**src/rtl/fetch_prefetch.sv**
```systemverilog
// Decoupled instruction prefetcher: issues sequential reads from its own fetch PC and
// queues {instr, pc} in a DEPTH-entry FIFO drained by decode through valid/ready.
module fetch_prefetch #(
    parameter int              AW       = 16,
    parameter int              DW       = 16,
    parameter int              DEPTH    = 4,
    parameter logic [AW-1:0]   RESET_PC = 16'h3000
) (
    input  logic                       clk,
    input  logic                       rst,
    input  logic                       enable_fetch,
    input  logic                       br_taken,
    input  logic [AW-1:0]              taddr,
    output logic                       Imem_rd,
    output logic [AW-1:0]              Imem_addr,
    input  logic [DW-1:0]              Imem_dout,
    output logic                       out_valid,
    input  logic                       out_ready,
    output logic [DW-1:0]              out_instr,
    output logic [AW-1:0]              out_pc,
    output logic [AW-1:0]              out_npc,
    output logic [$clog2(DEPTH):0]     count
);

    localparam int PW  = $clog2(DEPTH);
    localparam int CW  = PW + 1;
    localparam int CW1 = CW + 1;
    localparam int EW  = DW + AW;
    localparam logic [AW-1:0]  ONE_A   = {{(AW-1){1'b0}}, 1'b1};
    localparam logic [PW-1:0]  ONE_P   = {{(PW-1){1'b0}}, 1'b1};
    localparam logic [CW1-1:0] DEPTH_V = CW1'(DEPTH);

    logic [EW-1:0]  mem_r [DEPTH];
    logic [AW-1:0]  fpc_r;
    logic [AW-1:0]  ipc_r;
    logic           inflight_r;
    logic [CW-1:0]  count_r;
    logic [PW-1:0]  wr_ptr_r;
    logic [PW-1:0]  rd_ptr_r;

    logic           pop_s;
    logic           push_s;
    logic           issue_s;
    logic [CW1-1:0] need_s;
    logic [EW-1:0]  head_s;

    // Credit check: entries held plus the one in flight, minus the one leaving now.
    always_comb begin
        pop_s   = out_valid & out_ready;
        push_s  = inflight_r & ~br_taken;
        need_s  = CW1'(count_r) + CW1'(inflight_r) - CW1'(pop_s);
        issue_s = 1'b0;
        if (!rst && enable_fetch && !br_taken && (need_s < DEPTH_V)) begin
            issue_s = 1'b1;
        end else begin
            issue_s = 1'b0;
        end
    end

    // Fetch PC, in-flight tracking and FIFO storage; a redirect wipes everything queued.
    always_ff @(posedge clk or posedge rst) begin
        if (rst) begin
            fpc_r      <= RESET_PC;
            ipc_r      <= RESET_PC;
            inflight_r <= 1'b0;
            count_r    <= '0;
            wr_ptr_r   <= '0;
            rd_ptr_r   <= '0;
            for (int i = 0; i < DEPTH; i++) begin
                mem_r[i] <= '0;
            end
        end else if (br_taken) begin
            fpc_r      <= taddr;
            inflight_r <= 1'b0;
            count_r    <= '0;
            wr_ptr_r   <= '0;
            rd_ptr_r   <= '0;
        end else begin
            inflight_r <= issue_s;
            if (issue_s) begin
                fpc_r <= fpc_r + ONE_A;
                ipc_r <= fpc_r;
            end
            // Writing the head slot while it is popped is safe: the pop retires it at this edge.
            if (push_s) begin
                mem_r[wr_ptr_r] <= {Imem_dout, ipc_r};
                wr_ptr_r        <= wr_ptr_r + ONE_P;
            end
            if (pop_s) begin
                rd_ptr_r <= rd_ptr_r + ONE_P;
            end
            count_r <= count_r + CW'(push_s) - CW'(pop_s);
        end
    end

    assign head_s    = mem_r[rd_ptr_r];
    assign out_valid = (count_r != '0);
    assign out_instr = head_s[EW-1:AW];
    assign out_pc    = head_s[AW-1:0];
    assign out_npc   = head_s[AW-1:0] + ONE_A;
    assign count     = count_r;
    assign Imem_rd   = issue_s;
    assign Imem_addr = fpc_r;

endmodule

```
**config.mk**
```make
export PLATFORM = sky130hd
export DESIGN_NAME = fetch_prefetch
export DESIGN_NICKNAME = d
export VERILOG_FILES = /design/src/rtl/fetch_prefetch.sv
export SDC_FILE = /design/constraint.sdc
export NUM_CORES = 1
export LEC_CHECK = 0
export ABC_AREA = 1
export BUFFER_PORTS_ARGS = -buffer_cell sky130_fd_sc_hd__buf_2
export CAP_MARGIN = 20
export CORE_MARGIN = 2
export CORE_UTILIZATION = 37
export CTS_BUF_LIST = sky130_fd_sc_hd__clkbuf_2
export DETAILED_ROUTE_END_ITERATION = 7
export GPL_TIMING_DRIVEN = 1
export PLACE_DENSITY_LB_ADDON = 0.1
export SLEW_MARGIN = 10
export SYNTH_ARGS = -nofsm -noshare
export SYNTH_HDL_FRONTEND = slang
export SYNTH_SLANG_ARGS = --single-unit
export TNS_END_PERCENT = 100
```
**constraint.sdc**
```tcl
create_clock -name clk -period 12.2 [get_ports clk]
set_input_delay 3.66 -clock clk [delete_from_list [all_inputs] [get_ports clk]]
set_output_delay 3.66 -clock clk [all_outputs]
set_load 0.05 [all_outputs]
```
==> results.txt <==
Post-CTS Setup Bufs -> 0
Starting density of the core -> 37.60%
R2r endpoint -> Imem_addr[14]
Core Util, Final -> 41.94%
Endpoint, Worst Hold -> mem_r[95]
Slew margin rel. -> 35.25%
Port buffer count -> 105
Wirelength, routed -> 20.40 mm
Clk sinks -> 168
Fraction of layout cells with a size suffix above 1 -> 15.89%
Synth unique cells -> 30
Power Total -> 2.011 mW
Top cells by area, synth -> dfrtp_1 50%, nand2_1 15%, o21ai_0 12%
Vias in the first global route -> 6482
Register-to-Register Path Depth -> 17
H-tree Lvls -> 4
Sequential share of the synthesized area -> 51.30%
P&R area growth vs syn -> 11.54%
R2R Path Start -> count[1]
Final Hold Fails -> 0
Largest net degree at the start of global routing -> 78
Worst-Margin Slew -> 971.3 ps
Initial antenna violation count -> 1
Clock Skews -> 41.10 ps
Crit-path max FO -> 30
Gr usage total -> 18.07%
Residual DRC -> 0
First-pass GRT wire length -> 34.33 mm
Commonest non-fill, non-tap cells in the layout -> 326 x nand2_1, 201 x o21ai_0, 163 x dfrtp_1, 105 x buf_2, 90 x inv_1
FF+latch area -> 0.004210 sq mm
WP data required -> 8540 ps
Die area -> 0.02338 sq mm
Setup total negative slack -> 0 ps
Gr ovfl total -> 0
Yosys top cell area share -> 50.02%
Via-per-instance ratio -> 4.803
Chip width -> 152.9 um
Worst Hold Class -> reg2reg
Die height -> 152.9 um
Setup WS pre-CTS -> 3231 ps
Most common cell after layout, fill and taps aside -> nand2_1
Clock transition at path regs -> 200 ps
Antenna Nets Post-Route -> 0
Startpoint Class -> input pin
Synth warnings -> 0
Total of fill cells in the finished design -> 2322
Minimum clock period -> 8960 ps
Crit path DAT -> 5300 ps
CTS tree -> done
Slack of the worst reg-to-reg path -> 9220 ps
Gpl congestion -> 0.7447
Hold path startpoint -> mem_r[95]
Final Worst Setup Slack -> 3240 ps
PwrDens -> 219.7 mW/mm^2
Cts bufs inserted -> 17
CORE AREA -> 0.02182 sq mm
Number of max-cap violations -> 0
Final slew viol count -> 0
# IOs -> 106
Mapped Area -> 0.008205 sq mm
HPWL after detailed placement -> 12.82 mm
Outcome -> complete, no violations
Post-Syn Nets -> 1090
Maximum vdd ir drop -> 0.1704 mV
Syn Inst Count -> 1041
Post-CTS sizing -> 0
CP endpoint kind -> output port
Crit Path Class -> in2out
Drt wl/cell -> 14.43 um
Setup violations, final -> 0
Row count -> 54
Via count -> 6792
Hold Slack -> 508.3 ps
CTS root buf -> clkbuf_2
RSZ-0062 raised after global routing -> no
Final Cycle Share -> 73.45%
Pre-Repair DR Iteration Count -> 5
Cells on Worst Hold Path -> 2
Nets@finish -> 1170
Area of the multi-input gates -> 0.003369 sq mm
Syn avg cell area -> 7.882 sq um
Clock Path Buffers -> 2
Leak -> 4.614 nW
Initial DRC Count -> 377
Max Freq -> 111.6 MHz
Post-synth top area cell -> dfrtp_1
Hold_buf cts -> 0
Synth Register Bits -> 168
Clock Latency Late Sink -> 720 ps
state kept, by name, indices dropped and copies added (netlist names):
name / count
ipc_r: 16
rd_ptr_r: 2
Imem_addr: 16
mem_r: 128
count: 3
inflight_r: 1
wr_ptr_r: 2
layer usage:
metal / routed length (um) / GRT usage, % / part of all wire (%) / up-vias
met5: 0 / 0 / 0 / -
met4: 141 / 4.233 / 0.69 / 0
met3: 797 / 3.090 / 3.9 / 12
met2: 8948 / 27.70 / 44 / 134
met1: 10520 / 26.82 / 52 / 3148
li1: - / - / - / 3498
layout make-up:
type / instances / share of cell area, %
Inverter: 96 / 4.046
Multi-Input combinational cell: 724 / 36.81
Antenna cell: 1 / 0.02734
Clock inverter: 11 / 1.709
Sequential cell: 168 / 46.00
Clock buffer: 20 / 1.094
Timing Repair Buffer: 114 / 6.480
Tap cell: 280 / 3.828
worst max path at each step:
stage	cells past startpoint	slack, ps	startpoint	endpoint
5_1_grt	14	2940	out_ready	Imem_rd
3_3_place_gp	14	3280	out_ready	Imem_rd
6_report	14	3240	out_ready	Imem_rd
4_1_cts	14	3220	out_ready	Imem_rd
2_1_floorplan	8	430	rst	Imem_rd
3_5_place_dp	14	3230	out_ready	Imem_rd
cell usage after synthesis:
master,instances
nand2_1,330
o21ai_0,201
dfrtp_1,164
inv_1,91
nor2_1,62
nand3_1,53
clkbuf_1,38
o22ai_1,16
ha_1,11
a21oi_1,9
nand2_2,9
nor2_2,8
buf_2,7
buf_6,7
xor2_1,7
dfstp_2,4
inv_2,4
nor2_4,4
nand4_1,3
nand3_2,2
o211ai_1,2
a22o_1,1
a31oi_1,1
a32oi_1,1
buf_8,1
fa_1,1
inv_6,1
mux2i_1,1
nor3_1,1
xnor2_1,1
where the power goes:
| part | switching (mW) | internal (mW) | leakage (nW) | total, mW |
|---|---|---|---|---|
| registers | 0.0698 | 0.653 | 2.27 | 0.722 |
| logic | 0.747 | 0.220 | 2.19 | 0.967 |
| clock network | 0.188 | 0.133 | 0.152 | 0.321 |
through the flow:
step / area [sq um] / std cells
floorplan: 8205 / 1041
global placement: 8894 / 1382
detailed placement: 8894 / 1382
CTS: 9150 / 1413
global route: 9153 / 1414
finish: 9153 / 1414
cell families after synthesis:
group | synth area share, %
and+or+nand+nor | 23.54
DFF | 51.30
AOI/OAI and AO/OA | 14.50
adders and majority gates | 1.921
buffers and inverters | 7.762
muxes | 0.1220
xor gates and xnor gates | 0.8540
worst max-delay path: stages:
cell and delay [ps]:
buf_2 70, nand2_1 70, inv_1 100, ha_1 150, inv_1 40, ha_1 280
nand3_1 100, nand3_1 90, nand2_1 50, nor2_1 80, nand2_1 50, buf_4 210
inv_1 70, buf_2 250
No activity file was read; power rests on OpenSTA's default activity.
